===== config.mk =====
export PLATFORM = sky130hd
export DESIGN_NAME = fpcvt_pipe
export DESIGN_NICKNAME = d
export VERILOG_FILES = /design/src/rtl/fpcvt_pipe.sv
export SDC_FILE = /design/constraint.sdc
export NUM_CORES = 1
export LEC_CHECK = 0
export CORE_MARGIN = 2
export CORE_UTILIZATION = 55
export CTS_CLUSTER_SIZE = 12
export DETAILED_ROUTE_END_ITERATION = 12
export MAX_ROUTING_LAYER = met4
export PLACE_DENSITY = 0.82
export SLEW_MARGIN = 10
export SYNTH_ARGS = -nofsm -noshare
export SYNTH_HDL_FRONTEND = slang
export SYNTH_SLANG_ARGS = --single-unit

===== constraint.sdc =====
create_clock -name clk -period 4.7 [get_ports clk]
set_clock_uncertainty 0.1 [all_clocks]
set_input_delay 0.94 -clock clk [delete_from_list [all_inputs] [get_ports clk]]
set_output_delay 0.94 -clock clk [all_outputs]
set_load 0.03 [all_outputs]

===== src/rtl/fpcvt_pipe.sv =====
// fpcvt_pipe: three-stage pipelined two's-complement integer to
// sign/exponent/significand float converter (value = sig * 2^exp), with
// round-half-up, renormalisation, saturation and valid/ready flow control.
//
// Ports:
//   clk, rst_n           clock (rising edge), async active-low reset
//   in_valid/in_ready    input handshake, in_data two's-complement sample
//   out_valid/out_ready  output handshake
//   out_sign/out_exp/out_sig/out_sat  converted result and saturation flag
//   sat_cnt              saturating count of saturated results handed off
module fpcvt_pipe #(
  parameter int IN_W     = 12,
  parameter int EXP_W    = 3,
  parameter int SIG_W    = 4,
  parameter int ROUND_EN = 1,
  parameter int CNT_W    = 16
) (
  input  logic               clk,
  input  logic               rst_n,
  input  logic               in_valid,
  output logic               in_ready,
  input  logic [IN_W-1:0]    in_data,
  output logic               out_valid,
  input  logic               out_ready,
  output logic               out_sign,
  output logic [EXP_W-1:0]   out_exp,
  output logic [SIG_W-1:0]   out_sig,
  output logic               out_sat,
  output logic [CNT_W-1:0]   sat_cnt
);
  localparam int M    = IN_W - 1;
  localparam int EMAX = (1 << EXP_W) - 1;
  // One spare exponent bit so round-up past EMAX is visible to the sat test.
  localparam int EW   = EXP_W + 1;

  if (M > SIG_W + EMAX || SIG_W < 2) begin : g_bad_params
    $error("fpcvt_pipe: illegal parameter combination");
  end

  // ---------------- flow control ----------------
  logic [3:1] vld_q, vld_d, ld;
  logic [4:1] rdy;

  always_comb begin
    rdy[4] = out_ready;
    for (int k = 3; k >= 1; k--) rdy[k] = !vld_q[k] | rdy[k+1];
    in_ready = rst_n & rdy[1];
    ld[1]    = in_valid & in_ready;
    ld[2]    = vld_q[1] & rdy[2];
    ld[3]    = vld_q[2] & rdy[3];
    // A stage stays full if it holds data that cannot move on.
    for (int k = 1; k <= 3; k++) vld_d[k] = ld[k] | (vld_q[k] & !rdy[k+1]);
  end

  // ---------------- S1: sign / magnitude ----------------
  logic            sign1_d, sign1_q, fsat1_d, fsat1_q;
  logic [M-1:0]    mag1_d, mag1_q;
  logic [IN_W-1:0] neg;

  always_comb begin
    neg     = -in_data;
    sign1_d = in_data[IN_W-1];
    // The most negative input has no M-bit magnitude: clamp and force sat.
    fsat1_d = sign1_d & (in_data[M-1:0] == '0);
    mag1_d  = sign1_d ? neg[M-1:0] : in_data[M-1:0];
    if (fsat1_d) mag1_d = '1;
  end

  // ---------------- S2: normalise ----------------
  logic             sign2_q, fsat2_q, r2_d, r2_q;
  logic [EW-1:0]    e2_d, e2_q;
  logic [SIG_W-1:0] s2_d, s2_q;
  logic [M-1:0]     sh;
  int               p, e_int;

  always_comb begin
    p = 0;
    for (int i = 0; i < M; i++) if (mag1_q[i]) p = i;
    e_int = (p > SIG_W - 1) ? p - (SIG_W - 1) : 0;
    e2_d  = EW'(e_int);
    s2_d  = SIG_W'(mag1_q >> e_int);
    // First discarded bit, mag[e-1]; none when nothing was shifted out.
    sh    = (e_int > 0) ? (mag1_q >> (e_int - 1)) : '0;
    r2_d  = sh[0];
  end

  // ---------------- S3: round / saturate ----------------
  logic             sign3_d, sat3_d, rnd;
  logic [EXP_W-1:0] exp3_d;
  logic [SIG_W-1:0] sig3_d;
  logic [SIG_W:0]   sum;
  logic [EW-1:0]    e3;

  always_comb begin
    rnd     = (ROUND_EN != 0) & r2_q;
    sum     = {1'b0, s2_q} + {{SIG_W{1'b0}}, rnd};
    e3      = e2_q;
    sig3_d  = sum[SIG_W-1:0];
    // Rounding carried out of the significand: renormalise to 2^(SIG_W-1).
    if (sum[SIG_W]) begin
      sig3_d = {1'b1, {(SIG_W-1){1'b0}}};
      e3     = e2_q + EW'(1);
    end
    sign3_d = sign2_q;
    sat3_d  = fsat2_q | (e3 > EW'(EMAX));
    exp3_d  = e3[EXP_W-1:0];
    if (sat3_d) begin
      exp3_d = EXP_W'(EMAX);
      sig3_d = '1;
    end
  end

  // ---------------- registers ----------------
  logic             out_sign_q, out_sat_q;
  logic [EXP_W-1:0] out_exp_q;
  logic [SIG_W-1:0] out_sig_q;
  logic [CNT_W-1:0] sat_cnt_q;

  always_ff @(posedge clk or negedge rst_n) begin
    if (!rst_n) begin
      vld_q      <= '0;
      sign1_q    <= 1'b0;
      fsat1_q    <= 1'b0;
      mag1_q     <= '0;
      sign2_q    <= 1'b0;
      fsat2_q    <= 1'b0;
      e2_q       <= '0;
      s2_q       <= '0;
      r2_q       <= 1'b0;
      out_sign_q <= 1'b0;
      out_exp_q  <= '0;
      out_sig_q  <= '0;
      out_sat_q  <= 1'b0;
      sat_cnt_q  <= '0;
    end else begin
      vld_q <= vld_d;
      if (ld[1]) begin
        sign1_q <= sign1_d;
        fsat1_q <= fsat1_d;
        mag1_q  <= mag1_d;
      end
      if (ld[2]) begin
        sign2_q <= sign1_q;
        fsat2_q <= fsat1_q;
        e2_q    <= e2_d;
        s2_q    <= s2_d;
        r2_q    <= r2_d;
      end
      if (ld[3]) begin
        out_sign_q <= sign3_d;
        out_exp_q  <= exp3_d;
        out_sig_q  <= sig3_d;
        out_sat_q  <= sat3_d;
      end
      if (vld_q[3] & out_ready & out_sat_q & ~&sat_cnt_q)
        sat_cnt_q <= sat_cnt_q + CNT_W'(1);
    end
  end

  assign out_valid = vld_q[3];
  assign out_sign  = out_sign_q;
  assign out_exp   = out_exp_q;
  assign out_sig   = out_sig_q;
  assign out_sat   = out_sat_q;
  assign sat_cnt   = sat_cnt_q;

endmodule


Yosys cells after proc, flatten, opt, wreduce, memory -nomap -nowiden. Cells that the tools add are included. Widths: inputs -> output; s select.

$add $sub $neg: 6. Multiply operators: 0. Divide/modulo/power cells: 0. $lt $le $gt $ge: 3. Equal/unequal tests: 0. Shifts and indexed selects: 2. Mux-type cells: 18. Bitwise logic cells: 18. Reduce and logical (&&, ||, !) cells: 9.

Operator list (count): $mux 32 (10); $gt 32x1->1 const B (1); $gt 32x3->1 const B (1); $shr 11x32->1 (1); $shr 11x32->4 (1); $sub 32x2->32 const B (1); $sub 32x3->32 const B (1); $mux 11 (2); $add 16x1->16 const B (1); $reduce_and 16->1 (1); $mux 4 (3); $and 1x1->1 (11); $logic_not 11->1 (1); $neg 11->11 (1); $logic_not 1->1 (7); $or 1x1->1 (7); $add 4x1->5 (1); $add 4x1->4 const B (1); $gt 4x3->1 const B (1); $mux 3 (1); $mux 1 (2).

Flip-flop bits (word level): 52. Bits in latches: 0. Bits in writable memories: 0. Memory bits (read-only): 0. Input port bits: 16. Output and inout port bits: 27. Word-level logic and storage cells: 70. Memories kept: 0.

Longest topological paths before layout.
Depth in word-level cells: 15. Depth in mapped cells: 18. Depth with buffers taken out: 16.

Least setup slack after synthesis. Ideal clock, no wire load.

Path kind: reg2reg. Start: register mag1_q[4]. End: register r2_q. Setup time: 66 ps. Arrival time: 3356 ps. Required time: 4534 ps. Slack: 1178 ps. Cell stages (with the launch flop): 18. Path buffers: 3. Clock period less this slack: 3522 ps. Path through: dfrtp_1 -> buf_2 -> nor2_1 -> o21ai_0 -> a311o_1 -> nand2b_1 -> ha_1 -> clkbuf_1 -> inv_1 -> nor2_2 -> clkinv_4 -> ha_1 -> buf_1 -> o21ai_0 -> a221oi_1 -> a2111oi_0 -> a2111oi_0 -> a221o_1.

Cells in the longest elaborated chain, start to end: 12. Elaborated cells on any way between the ends: 14. Classes of those cells: add/sub: 2; order compare: 2; shift: 1; mux: 9.

RTL lines: start: declaration (line 57) `logic [M-1:0] mag1_d, mag1_q;`; start signal: assignment (line 140) `mag1_q <= mag1_d;`; $mux 32 (7 in a row) (line 78) `for (int i = 0; i < M; i++) if (mag1_q[i]) p = i;`; $sub 32x3->32 / $gt 32x3->1 (equally long branches) (line 79) `e_int = (p > SIG_W - 1) ? p - (SIG_W - 1) : 0;`; $mux 32 (line 79); $sub 32x2->32 (line 83) `sh = (e_int > 0) ? (mag1_q >> (e_int - 1)) : '0;`; $shr 11x32->1 (line 83); $mux 1 * (line 83); end signal: assignment (line 147) `r2_q <= r2_d;`; end: declaration (line 70) `logic sign2_q, fsat2_q, r2_d, r2_q;`.

Mark *: on every way between the ends. The rest lies on a longest branch, timed or not. A chain may end at the register's enable or synchronous reset.

Final worst setup path.
Start: register mag1_q[2]. End: register r2_q.

Cells in the longest elaborated chain, start to end: 14. Elaborated cells on any way between the ends: 16. Classes of those cells: add/sub: 2; order compare: 2; shift: 1; mux: 11.

RTL lines (line): $mux 32 (9 in a row) (78); $sub 32x3->32 / $gt 32x3->1 (equally long branches) (79); $mux 32 (79); $sub 32x2->32 (83); $shr 11x32->1 (83); $mux 1 * (83).

Marks and branches as above.

==> results_dict.tcl <==
set metrics [dict create \
    status "finished clean" \
    antenna_found_initial 0 \
    p_per_area_nw_per_um2 451 \
    leakage_nw 1.56 \
    drtIter0Drc 277 \
    die_w_um 80.7 \
    overflow 0 \
    yosys_warnings 0 \
    grt_pass1_vias 2748 \
    rsz0062_at_grt "false" \
    r2r_slack_ns 0.86 \
    cts_tree "done" \
    hold-path-cell-count 2 \
    crit_slowest_cell "ha_1" \
    min_path_type "flop to flop" \
    utilization 0.674 \
    cp.required_ns 4.86 \
    avgSynthCellArea_um2 8.73 \
    setup-tns-final_ns 0 \
    grt.busiest_layer "met2" \
    wl_per_cell_um 16.1 \
    holdBufCountCts 0 \
    drive_gt1_frac 0.0743 \
    slowest_delay_ns 0.46 \
    fin_area_um2 3760 \
    fin_ws_ns 0.861 \
    fin_cells 476 \
    cts_resized 0 \
    start_util 0.580 \
    synth-async-reset-ratio 1.00 \
    route.vias.total 2899 \
    die_h_um 80.7 \
    die_area_um2 6510 \
    synth-seq-cells 52 \
    crit_path_start_kind "flop" \
    tightest_slew_ns 0.934 \
    syn_to_final_growth_pct 16.3 \
    clk_path_buf_depth 2 \
    io_buffers 42 \
    fmax_mhz 260 \
    synth_edf_count 0 \
    period_share 0.817 \
    yosysUniqueCellTypes 57 \
    slew_viol_final 0 \
    path_clk_slew_ns 0.11 \
    syn_nets 395 \
    ir_worst_vdd_mv 0.304 \
    dp.cells 468 \
    gp_congestion 0.977 \
    endpoint_kind "flop" \
    postRouteWirelength_mm 7.67 \
    grt_use_total 0.267 \
    final_common_cell "dfrtp_1" \
    grt_max_degree 54 \
    hold_end "fsat2_q$_DFFE_PN0P_" \
    clkSinkCount 52 \
    min-delay-start "fsat1_q$_DFFE_PN0P_" \
    root_buffer "clkbuf_8" \
    period_minus_slack_ns 3.84 \
    worstSkewPairLatency_ns 0.32 \
    finalSetupViolations 0 \
    crit_type "flop to flop" \
    dr.pass1.iters 8 \
    syn_inst 370 \
    gr-usage-met2 0.431 \
    slew_headroom 0.376 \
    finalHoldViolations 0 \
    r2r_cells 16 \
    post_cts.repair.setup_buffers 0 \
    grt_pass1_wl_mm 12.9 \
    dpl-instance-area_um2 3660 \
    drc_errors 0 \
    cts_buffers 5 \
    grtUsageMet1 0.344 \
    cap_violations 0 \
    syn_area_um2 3230 \
    synth-seq-area-share 0.403 \
    dpl.hpwl_mm 5.78 \
    core.rowCount 27 \
    finalNetCount 428 \
    io_pins 43 \
    critPathArrivalTime_ns 4.00 \
    htreeDepth 2 \
    r2r_end "r2_q$_DFFE_PN0P_" \
    dpl_worst_slack_ns 0.999 \
    viasPerCell 6.09 \
    r2r-start "mag1_q[2]$_DFFE_PN0P_" \
    path_max_fanout 9 \
    antenna_cells 0 \
    postRouteAntennaNets 0 \
    grt_util_met3 0.0483 \
    synth_flop_cell "dfrtp_1" \
    final_cell_mix "dfrtp_1 (52), nand2_1 (47), clkdlybuf4s50_1 (41)" \
    path_cells "nand2b_1, a21oi_1, o21ai_0, a21oi_1, nor2_1, nor2_1, ha_1, inv_1, nor2_2, clkinv_4, ha_1, o21ai_0, a221oi_1, a2111oi_0, a2111oi_0, a221o_1" \
    coreArea_um2 5570 \
]
[kinds of logic (layout without fill, tap and decap cells)]
group                    Yosys count  after routing  share of synthesized area
flip-flops                        52             52                      0.403
adder cells (fa/ha/maj)            9              9                     0.0348
XOR/XNOR                          29             29                     0.0786
buffers and inverters             29             63                     0.0410
AND/OR/NAND/NOR                  154            154                      0.232
AO/OA/AOI/OAI                     87             87                      0.178
multiplexers                      10             10                     0.0325
[synthesized netlist by cell type, types with 5 or more instances]
master | count | area (um2)
inv_1 | 10 | 37.5
dfrtp_1 | 52 | 1300
o21ai_0 | 23 | 115
nand3_1 | 9 | 45.0
and2_1 | 5 | 31.3
nand2_1 | 47 | 176
nor2_1 | 40 | 150
xor2_1 | 12 | 105
nor3_1 | 9 | 45.0
nand2b_1 | 8 | 50.1
nand4_1 | 12 | 75.1
mux2i_1 | 6 | 60.1
clkbuf_1 | 12 | 45.0
ha_1 | 9 | 113
a21oi_1 | 26 | 130
xnor2_1 | 17 | 149
[through the flow]
stage | hold WS [ns] | power [mW]
2_1_floorplan | 0.339 | 1.17
6_report | 0.395 | 1.70
4_1_cts | 0.394 | 1.70
3_5_place_dp | 0.372 | 1.43
5_1_grt | 0.419 | 1.81
3_3_place_gp | 0.357 | 1.42
[how the worst max path moves through the flow]
stage                                      from          endpoint  slack, ns  cells after the start
after global placement    mag1_q[4]$_DFFE_PN0P_  r2_q$_DFFE_PN0P_       1.10                     15
final                     mag1_q[2]$_DFFE_PN0P_  r2_q$_DFFE_PN0P_       0.86                     16
after floorplan           mag1_q[4]$_DFFE_PN0P_  r2_q$_DFFE_PN0P_       1.18                     17
after CTS                 mag1_q[2]$_DFFE_PN0P_  r2_q$_DFFE_PN0P_       0.95                     16
after global routing      mag1_q[2]$_DFFE_PN0P_  r2_q$_DFFE_PN0P_       0.46                     16
after detailed placement  mag1_q[2]$_DFFE_PN0P_  r2_q$_DFFE_PN0P_        1.0                     16
[critical path, delay by kind of cell (launching register included)]
kind	cells	cell delay (ns)
adders and majority gates	2	0.92
and+or+nand+nor	4	0.56
DFF	1	0.44
AOI/OAI and AO/OA	8	1.43
buffers and inverters	2	0.33
[where the power goes]
group	leakage, nW	internal [mW]	switching (mW)	total, mW
Clock	0.0423	0.109	0.162	0.271
Sequential	0.631	0.552	0.120	0.672
Combinational	0.889	0.314	0.439	0.753
[per-layer routing]
layer | up-vias | part of all wire
met4 | 0 | 0.017
met2 | 117 | 0.48
met5 | - | 0
li1 | 1380 | -
met1 | 1389 | 0.44
met3 | 13 | 0.059
[sequential cells by signal, indices dropped and copies added (netlist names), 3 cells and up]
| register | cells |
|---|---|
| mag1_q | 11 |
| vld_q | 3 |
| out_sig | 4 |
| e2_q | 4 |
| sat_cnt | 16 |
| s2_q | 4 |
| out_exp | 3 |
[layout make-up]
type / instances / area, um2
Clock buffer: 5 / 68.8
Clock inverter: 3 / 26.3
Fill cell: 463 / 1820
Inverter: 12 / 51.3
Multi-Input combinational cell: 289 / 1800
Sequential cell: 52 / 1300
Tap cell: 72 / 90.1
Timing Repair Buffer: 43 / 423
(Power assumes the default switching activity.)
